## src/rtl/cavlc_bit_accumulator_if.sv

```systemverilog
`default_nettype none
// ============================================================================
//  Module      : cavlc_bit_accumulator_if
//  Description : Code-word input / bitstream-word output bundle of the CAVLC
//                bit accumulator. The master side is the producer of code
//                words and the consumer of bitstream words; the slave side is
//                the accumulator.
//  Revision    : 1.0 - initial release
// ============================================================================
interface cavlc_bit_accumulator_if #(
    parameter int CODE_W = 19,
    parameter int WORD_W = 32
);
    localparam int LEN_W = $clog2(CODE_W + 1);
    localparam int NB_W  = $clog2(WORD_W + 1);

    logic              code_valid;
    logic              code_ready;
    logic [CODE_W-1:0] code_bits;
    logic [LEN_W-1:0]  code_len;
    logic              flush;
    logic              word_valid;
    logic              word_ready;
    logic [WORD_W-1:0] word_data;
    logic [NB_W-1:0]   word_nbits;
    logic              word_last;
    logic              flush_done;
    logic [31:0]       bit_count;

    modport master (
        output code_valid, code_bits, code_len, flush, word_ready,
        input  code_ready, word_valid, word_data, word_nbits, word_last,
               flush_done, bit_count
    );

    modport slave (
        input  code_valid, code_bits, code_len, flush, word_ready,
        output code_ready, word_valid, word_data, word_nbits, word_last,
               flush_done, bit_count
    );
endinterface
`default_nettype wire

```

## src/rtl/cavlc_bit_accumulator.sv

```systemverilog
`default_nettype none
// ============================================================================
//  Module      : cavlc_bit_accumulator
//  Description : Packs left-aligned variable-length CAVLC code words MSB-first
//                into a contiguous bitstream and emits 32-bit words over a
//                valid/ready handshake. A flush drains the buffer and emits a
//                zero-padded final partial word tagged with its bit count.
//  Revision    : 1.0 - initial release
// ============================================================================
module cavlc_bit_accumulator #(
    parameter int CODE_W = 19,
    parameter int WORD_W = 32
) (
    input  wire logic                   clk,
    input  wire logic                   rst_n,
    cavlc_bit_accumulator_if.slave      bus
);
    // The buffer holds one full output word plus the largest code word that
    // can arrive while that word is still waiting to leave.
    localparam int BUF_W = CODE_W + WORD_W;
    localparam int CNT_W = $clog2(BUF_W + 1);
    localparam int LEN_W = $clog2(CODE_W + 1);
    localparam int NB_W  = $clog2(WORD_W + 1);

    localparam logic [CNT_W-1:0] C_WORD_CNT = CNT_W'(WORD_W);
    localparam logic [LEN_W-1:0] C_MAX_LEN  = LEN_W'(CODE_W);

    typedef enum logic [0:0] {
        ST_RUN   = 1'b0,
        ST_DRAIN = 1'b1
    } state_t;

    state_t             state_q, state_d;
    logic [BUF_W-1:0]   bitbuf_q, bitbuf_d;
    logic [CNT_W-1:0]   cnt_q, cnt_d;
    logic [31:0]        bit_count_q, bit_count_d;
    logic               word_valid_q, word_valid_d;
    logic [NB_W-1:0]    word_nbits_q, word_nbits_d;
    logic               word_last_q, word_last_d;
    logic               flush_done_q, flush_done_d;

    logic               w_pop;
    logic               w_code_ready;
    logic               w_accept;
    logic [LEN_W-1:0]   w_len;
    logic [CODE_W-1:0]  w_code_masked;
    logic [BUF_W-1:0]   w_buf_popped;
    logic [CNT_W-1:0]   w_cnt_popped;

    // Handshake decode; word_ready feeds code_ready combinationally so a
    // full buffer can take a new code in the same cycle its word leaves.
    always_comb begin
        w_pop        = word_valid_q & bus.word_ready;
        w_code_ready = (state_q == ST_RUN) & ((cnt_q < C_WORD_CNT) | w_pop);
        w_accept     = bus.code_valid & w_code_ready;
        w_len        = (bus.code_len > C_MAX_LEN) ? C_MAX_LEN : bus.code_len;
        // Keep only the top w_len bits of the left-aligned code.
        w_code_masked = bus.code_bits & ~({CODE_W{1'b1}} >> w_len);
    end

    // Next buffer state: the outgoing word is removed first, then the new
    // code is appended directly behind whatever bits remain.
    always_comb begin
        w_buf_popped = bitbuf_q;
        w_cnt_popped = cnt_q;
        if (w_pop) begin
            w_buf_popped = bitbuf_q << WORD_W;
            // A partial (final) word empties the buffer completely.
            w_cnt_popped = (cnt_q >= C_WORD_CNT) ? (cnt_q - C_WORD_CNT) : '0;
        end

        bitbuf_d    = w_buf_popped;
        cnt_d       = w_cnt_popped;
        bit_count_d = bit_count_q;
        if (w_accept) begin
            bitbuf_d    = w_buf_popped
                        | ({w_code_masked, {WORD_W{1'b0}}} >> w_cnt_popped);
            cnt_d       = w_cnt_popped + CNT_W'(w_len);
            bit_count_d = bit_count_q + 32'(w_len);
        end
    end

    // Flush sequencing and the registered view of the output word.
    always_comb begin
        state_d      = state_q;
        flush_done_d = 1'b0;
        case (state_q)
            ST_RUN: begin
                if (bus.flush) begin
                    // Nothing left to drain: report completion right away.
                    if (cnt_d == '0) begin
                        flush_done_d = 1'b1;
                    end else begin
                        state_d = ST_DRAIN;
                    end
                end
            end
            ST_DRAIN: begin
                if (cnt_d == '0) begin
                    flush_done_d = 1'b1;
                    state_d      = ST_RUN;
                end
            end
            default: state_d = ST_RUN;
        endcase

        word_valid_d = (cnt_d >= C_WORD_CNT)
                     | ((state_d == ST_DRAIN) & (cnt_d != '0));
        word_last_d  = (state_d == ST_DRAIN) & (cnt_d != '0)
                     & (cnt_d < C_WORD_CNT);
        word_nbits_d = (cnt_d >= C_WORD_CNT) ? NB_W'(WORD_W) : NB_W'(cnt_d);
    end

    // State and output registers.
    always_ff @(posedge clk or negedge rst_n) begin
        if (!rst_n) begin
            state_q      <= ST_RUN;
            bitbuf_q     <= '0;
            cnt_q        <= '0;
            bit_count_q  <= '0;
            word_valid_q <= 1'b0;
            word_nbits_q <= '0;
            word_last_q  <= 1'b0;
            flush_done_q <= 1'b0;
        end else begin
            state_q      <= state_d;
            bitbuf_q     <= bitbuf_d;
            cnt_q        <= cnt_d;
            bit_count_q  <= bit_count_d;
            word_valid_q <= word_valid_d;
            word_nbits_q <= word_nbits_d;
            word_last_q  <= word_last_d;
            flush_done_q <= flush_done_d;
        end
    end

    assign bus.code_ready = w_code_ready;
    assign bus.word_valid = word_valid_q;
    assign bus.word_data  = bitbuf_q[BUF_W-1 -: WORD_W];
    assign bus.word_nbits = word_nbits_q;
    assign bus.word_last  = word_last_q;
    assign bus.flush_done = flush_done_q;
    assign bus.bit_count  = bit_count_q;

endmodule
`default_nettype wire
```

## src/flat_wrapper.sv

```systemverilog
// flat-port wrapper written by rule: the top's interface ports become plain ports
module cavlc_bit_accumulator_flat 
#(
    parameter int CODE_W = 19,
    parameter int WORD_W = 32
)
  (clk, rst_n, bus_code_valid, bus_code_bits, bus_code_len, bus_flush, bus_word_ready, bus_code_ready, bus_word_valid, bus_word_data, bus_word_nbits, bus_word_last, bus_flush_done, bus_bit_count);
  cavlc_bit_accumulator_if #(.CODE_W(CODE_W), .WORD_W(WORD_W)) bus_i ();
  input  wire logic clk;
  input  wire logic rst_n;
  input wire logic [$bits(bus_i.code_valid)-1:0] bus_code_valid;
  input wire logic [$bits(bus_i.code_bits)-1:0] bus_code_bits;
  input wire logic [$bits(bus_i.code_len)-1:0] bus_code_len;
  input wire logic [$bits(bus_i.flush)-1:0] bus_flush;
  input wire logic [$bits(bus_i.word_ready)-1:0] bus_word_ready;
  output wire logic [$bits(bus_i.code_ready)-1:0] bus_code_ready;
  output wire logic [$bits(bus_i.word_valid)-1:0] bus_word_valid;
  output wire logic [$bits(bus_i.word_data)-1:0] bus_word_data;
  output wire logic [$bits(bus_i.word_nbits)-1:0] bus_word_nbits;
  output wire logic [$bits(bus_i.word_last)-1:0] bus_word_last;
  output wire logic [$bits(bus_i.flush_done)-1:0] bus_flush_done;
  output wire logic [$bits(bus_i.bit_count)-1:0] bus_bit_count;
  assign bus_i.code_valid = bus_code_valid;
  assign bus_i.code_bits = bus_code_bits;
  assign bus_i.code_len = bus_code_len;
  assign bus_i.flush = bus_flush;
  assign bus_i.word_ready = bus_word_ready;
  assign bus_code_ready = bus_i.code_ready;
  assign bus_word_valid = bus_i.word_valid;
  assign bus_word_data = bus_i.word_data;
  assign bus_word_nbits = bus_i.word_nbits;
  assign bus_word_last = bus_i.word_last;
  assign bus_flush_done = bus_i.flush_done;
  assign bus_bit_count = bus_i.bit_count;
  cavlc_bit_accumulator #(.CODE_W(CODE_W), .WORD_W(WORD_W)) u_core (.clk(clk), .rst_n(rst_n), .bus(bus_i));
endmodule
```

## config.mk

```make
export PLATFORM = sky130hd
export DESIGN_NAME = cavlc_bit_accumulator_flat
export DESIGN_NICKNAME = d
export VERILOG_FILES = /design/src/rtl/cavlc_bit_accumulator_if.sv /design/src/rtl/cavlc_bit_accumulator.sv /design/src/flat_wrapper.sv
export SDC_FILE = /design/constraint.sdc
export NUM_CORES = 1
export LEC_CHECK = 0
export ABC_AREA = 1
export CAP_MARGIN = 20
export CORE_MARGIN = 1.5
export CORE_UTILIZATION = 59
export DETAILED_ROUTE_END_ITERATION = 12
export PLACE_DENSITY_LB_ADDON = 0.2
export SLEW_MARGIN = 20
export SYNTH_ARGS = -nofsm -noshare
export SYNTH_HDL_FRONTEND = slang
export SYNTH_SLANG_ARGS = --single-unit
```

## constraint.sdc

```tcl
create_clock -name clk -period 4 [get_ports clk]
set_input_delay 1.2 -clock clk [delete_from_list [all_inputs] [get_ports clk]]
set_output_delay 1.2 -clock clk [all_outputs]
set_load 0.05 [all_outputs]
```

=== Word-level counts from Yosys, hierarchy flattened ===
Index checks and enable logic that the tools add are counted.

* Register bits after elaboration: 99
* Input bits: 29
* Output and inout bits: 74
* Logic and storage cells: 44

* Add/sub/neg operators: 3
* Order comparisons: 5
* Shift operators: 2
* Mux-type cells: 13
* Bitwise logic cells: 11
* Reductions and logical operators: 2

{| class="wikitable"
|+ Operators with widths
! cell !! count
|-
| 2-to-1 mux 51 bit || 2
|-
| bitwise OR 51 bit || 1
|-
| >> shifter 51 x 6 -> 51 bit || 1
|-
| adder 32 x 5 -> 32 bit || 1
|-
| 2-to-1 mux 6 bit || 4
|-
| bitwise AND 19 bit || 1
|-
| inverter 19 bit || 1
|-
| >> shifter 19 x 5 -> 19 bit (first input constant) || 1
|-
| greater-or-equal comparator 6 bit (second input constant) || 2
|-
| less-than comparator 6 bit (second input constant) || 2
|-
| adder 6 x 5 -> 6 bit || 1
|-
| logical NOT 6 bit || 1
|-
| nonzero test 6 bit || 1
|-
| subtractor 6 bit (second input constant) || 1
|-
| bitwise AND 1 bit || 5
|-
| greater-than comparator 5 bit (second input constant) || 1
|-
| 2-to-1 mux 5 bit || 1
|-
| 2-to-1 mux 1 bit || 4
|-
| one-hot mux 1 bit (2 select lines) || 2
|-
| bitwise OR 1 bit || 2
|-
| inverter 1 bit || 1
|}

=== Longest topological paths before layout ===
* Word-level depth: 11
* Depth in mapped cells: 17
* Gate-level depth less buffers: 16

=== Least setup slack after synthesis ===
OpenSTA, ideal clock, no wires.

* Path type: input -> output
* From: input port bus_word_ready
* To: output port bus_code_ready
* Arrival: 2.230 ns
* Required time: 2.800 ns
* Setup slack: 0.570 ns
* Stages on the path: 5
* Path buffers: 1
* Path through: nand2_2 > buf_6 > nand2_4 > inv_1 > nor2_1

* Word-level cells in the longest chain between the ends: 3

{| class="wikitable"
|+ Ends and longest elaborated chain
! item !! line !! RTL
|-
| from (decl) || flat_wrapper.sv:15 || <nowiki>input wire logic [$bits(bus_i.word_ready)-1:0] bus_word_ready;</nowiki>
|-
| bitwise AND 1 bit || cavlc_bit_accumulator.sv:53 || <nowiki>w_pop = word_valid_q & bus.word_ready;</nowiki>
|-
| bitwise OR 1 bit || cavlc_bit_accumulator.sv:54 || <nowiki>w_code_ready = (state_q == ST_RUN) & ((cnt_q < C_WORD_CNT) | w_pop);</nowiki>
|-
| bitwise AND 1 bit || cavlc_bit_accumulator.sv:54 ||
|-
| to (decl) || flat_wrapper.sv:16 || <nowiki>output wire logic [$bits(bus_i.code_ready)-1:0] bus_code_ready;</nowiki>
|}

No other way between the ends.

=== Worst setup path in the final report ===
* From: input port bus_code_len[2]
* To: register u_core.word_last_q, in the netlist u_core.bus.word_last

* Word-level cells in the longest chain between the ends: 10
* Elaborated cells between the ends (all ways): 12
* Those cells by class: add/sub: 1; order compare: 2; mux: 5; bitwise: 2; reduce/logical: 2

{| class="wikitable"
|+ Ends and longest elaborated chain
! item !! line !! RTL
|-
| from (decl) || flat_wrapper.sv:13 || <nowiki>input wire logic [$bits(bus_i.code_len)-1:0] bus_code_len;</nowiki>
|-
| greater-than comparator 5 bit || cavlc_bit_accumulator.sv:56 || <nowiki>w_len = (bus.code_len > C_MAX_LEN) ? C_MAX_LEN : bus.code_len;</nowiki>
|-
| 2-to-1 mux 5 bit (*) || cavlc_bit_accumulator.sv:56 ||
|-
| adder 6 x 5 -> 6 bit (*) || cavlc_bit_accumulator.sv:78 || <nowiki>cnt_d = w_cnt_popped + CNT_W'(w_len);</nowiki>
|-
| 2-to-1 mux 6 bit (*) || cavlc_bit_accumulator.sv:75 || <nowiki>if (w_accept) begin</nowiki>
|-
| net u_core.cnt_d[3] || cavlc_bit_accumulator.sv:35 || <nowiki>logic [CNT_W-1:0] cnt_q, cnt_d;</nowiki>
|-
| logical NOT 6 bit || cavlc_bit_accumulator.sv:91, cavlc_bit_accumulator.sv:99 ||
|-
| 2-to-1 mux 1 bit || cavlc_bit_accumulator.sv:91, cavlc_bit_accumulator.sv:99 ||
|-
| 2-to-1 mux 1 bit || cavlc_bit_accumulator.sv:89 || <nowiki>if (bus.flush) begin</nowiki>
|-
| one-hot mux 1 bit (2 select lines) || cavlc_bit_accumulator.sv:87 || <nowiki>case (state_q)</nowiki>
|-
| bitwise AND 1 bit || cavlc_bit_accumulator.sv:109 || <nowiki>word_last_d = (state_d == ST_DRAIN) & (cnt_d != '0)</nowiki>
|-
| bitwise AND 1 bit (*) || cavlc_bit_accumulator.sv:110 || <nowiki>& (cnt_d < C_WORD_CNT);</nowiki>
|-
| net u_core.word_last_d || cavlc_bit_accumulator.sv:39 || <nowiki>logic word_last_q, word_last_d;</nowiki>
|-
| to (signal assigned) || cavlc_bit_accumulator.sv:132 || <nowiki>word_last_q <= word_last_d;</nowiki>
|-
| to (decl) || cavlc_bit_accumulator.sv:39 ||
|}

The timed path passes the listed nets; every way through them passes the cells marked *.
A chain may end at the register's enable or synchronous reset.

==> results.yml <==
detailed_routing:
  drt_iter0_markers: 472
  firstDrtPassIters: 5
  post_drt_wl_per_cell_um: 17.4
  via_per_inst: 5.79
  vias: 6319
  wl_um: 19000
  drc: 0
  ant_nets: 0
final_layout:
  final_common_cell: "nand2_1"
  layout-drive-gt1-share_pct: 6.73
  regArea_mm2: 0.00248
  syn_to_final_growth_pct: 17.4
  layout_common_cells: "nand2_1, nand3_1, clkdlybuf4s50_1"
  insertedDiodeCount: 0
  nFillCells: 913
  nets: 987
  layout.cells.non_filler: 1091
  multi_input_area_mm2: 0.00329
clock_network:
  cts.path.max_buffers: 2
  cts_sinks: 99
  cts_buffers: 9
  ctsResizeCount: 0
  cts-root-buf: "clkbuf_8"
  clk_pin_slew_worst_paths_ns: 0.11
  cts_tree: "done"
  postCtsSetupRepairBufs: 0
  clock_latency_ns: 0.39
  htreeDepth: 3
  hold_buffers: 0
worst_setup_path:
  crit_fanout: 7
  timing.rr.start: "u_core.bus.word_valid"
  critPathCaptureType: "flip-flop"
  arrival_ns: 3.90
  reg2reg_slack_ns: 1.45
  worstPathRequired_ns: 4.29
  crit_type: "in2reg"
  worstSetupStartpointType: "input port"
  critPathLaunch: "bus_code_len[2]"
floorplanning:
  die_area_mm2: 0.0116
  initial_core_util_pct: 60.1
  top_level_ports: 103
  die_y_um: 108
  core_region_area_mm2: 0.0108
  rows: 38
  dieWidth_um: 108
synth:
  post-synth-top-area-fraction_pct: 38.2
  ys_seq_elements: 99
  ys_warn_count: 0
  synth.net_count: 923
  ys_seq_area_share_pct: 38.2
  syn_area_per_cell_um2: 7.36
  ys_top_cells_by_area: "dfrtp_1, nand3_1, nand2_1"
  synth_largest_area_cell: "dfrtp_1"
  ys_types: 43
  syn-cell-area_mm2: 0.00649
  syn-instance-count: 882
grt:
  overflow: 0
  antenna_found_initial: 0
  grt_max_degree: 71
  grt_first_pass_wirelength_um: 30700
  global_route.usage.total_pct: 34.3
  grt_pass1_vias: 6173
power:
  p_per_area_mw_per_mm2: 754
  p_int_mw: 2.68
  power_leakage_nw: 3.64
  switchingPower_mw: 3.06
  seqPwrFrac_pct: 26.4
  clkPwrFrac_pct: 12.2
  p_total_mw: 5.75
  pwr-share-comb_pct: 61.4
  irDropWorstVdd_uv: 673
  switching_share_pct: 53.3
timing:
  relSlewSlack_pct: 40.3
  fmax_mhz: 277
  rsz0062_at_grt: "false"
  finalCritPeriodShare_pct: 90.3
  setup_viol: 0
  fin_tns_setup_ns: 0
  hold_viol: 0
  finClkSkew_ns: 0.0101
  worst_slew_pin_slew_ns: 0.895
  min_period_ns: 3.61
  final_max_slew_viol_count: 0
place:
  gp_congestion: 0.962
  place_hpwl_um: 14500
  dp.cells: 1075
  io_buffers: 102
job:
  cap_violations: 0
status:
  status: "finished, final reports clean"
hold_path:
  hold_class: "reg2reg"
  worstHoldStart: "u_core.bitbuf_q[1]"
[final cells by class]
cell class              instances  area share, %
multi-input cells             635           43.2
flip-flops and latches         99           32.5
repair buffers                118           15.2
inverters                      83           4.09
well taps                     140           2.30
clock buffers                   9           1.63
clock inverters                 7           1.08
[synth_stat cells (all sizes together)]
cell type	instances
a21boi	3
nor3	13
o21ai	49
or2	1
fa	2
a22o	1
buf	53
clkbuf	12
o211ai	6
o22ai	6
o21bai	1
nand4	19
dfrtp	99
nand3	174
nor3b	1
xnor2	11
mux2i	2
or4	1
ha	10
inv	83
a21oi	19
xor2	18
nor2	65
a31o	1
nor4	5
nand2	220
o221ai	1
a22oi	2
nand3b	4
[stage by stage]
| step | cell area [um2] | hold WS (ns) | setup WS, ns | utilization [%] |
|---|---|---|---|---|
| after floorplan | 6490 | 0.450 | 0.570 | - |
| after global placement | 7420 | 0.464 | 0.291 | 68.7 |
| after detailed placement | 7420 | 0.477 | 0.125 | 68.7 |
| after CTS | 7620 | 0.502 | 0.454 | 70.6 |
| after global routing | 7620 | 0.525 | 0.195 | 70.6 |
| final | 7620 | 0.506 | 0.390 | 70.6 |
[flip-flops by register name, summed over array words and instances (netlist names)]
| register | cells |
|---|---|
| u_core.cnt_q | 6 |
| u_core.bitbuf_q | 51 |
| u_core.bus.flush_done | 1 |
| u_core.state_q | 1 |
| u_core.bus.word_last | 1 |
| u_core.bus.bit_count | 32 |
| u_core.bus.word_valid | 1 |
| u_core.bus.word_nbits | 6 |
[final timing paths]
path / to / cells past startpoint
max: u_core.bus.word_last / 16
max reg2reg: u_core.bus.word_last / 16
max in group asynchronous: u_core.bus.bit_count[0] / 2
min: u_core.bitbuf_q[1] / 2
min reg2reg: u_core.bitbuf_q[1] / 2
min in group asynchronous: u_core.bitbuf_q[3] / 1
[critical path, stage by stage]
cell and delay (ns):
clkdlybuf4s50_1 0.61, o21ai_1 0.13, buf_4 0.16, nand2_1 0.06, inv_1 0.08, ha_1 0.38, a21oi_1 0.15, nand2_1 0.11
xnor2_1 0.17, nand2_1 0.08, o21ai_0 0.16, inv_1 0.15, nor2_2 0.17, nand2_1 0.09, nand3b_1 0.12, inv_1 0.07
[cell families (layout without fill, tap and decap cells)]
logic type	Yosys count	count (layout)	synth area share, %
AND/OR/NAND/NOR	503	503	36.3
buffers and inverters	148	217	11.1
flip-flops	99	99	38.2
AO/OA/AOI/OAI	89	89	7.67
XOR/XNOR	29	29	3.91
adder cells (fa/ha/maj)	12	12	2.54
multiplexers	2	2	0.308
[routing by layer]
metal  vias to the layer above  share of wire, %  track usage (%)
met5                         -                 0                0
met4                         0               3.0             15.1
met3                        38               6.6             5.63
met2                       281                48             55.0
met1                      2990                42             45.8
li1                       3010                 -                -
[power by group through the flow]
stage	Sequential [mW]	Clock, mW	Combinational, mW
global placement	1.51	0	3.42
floorplan	1.82	0	2.31
CTS	1.51	0.705	3.51
finish	1.52	0.699	3.53
detailed placement	1.53	0	3.48
global route	1.54	0.754	3.80
Power figures use the tool's default switching activity.
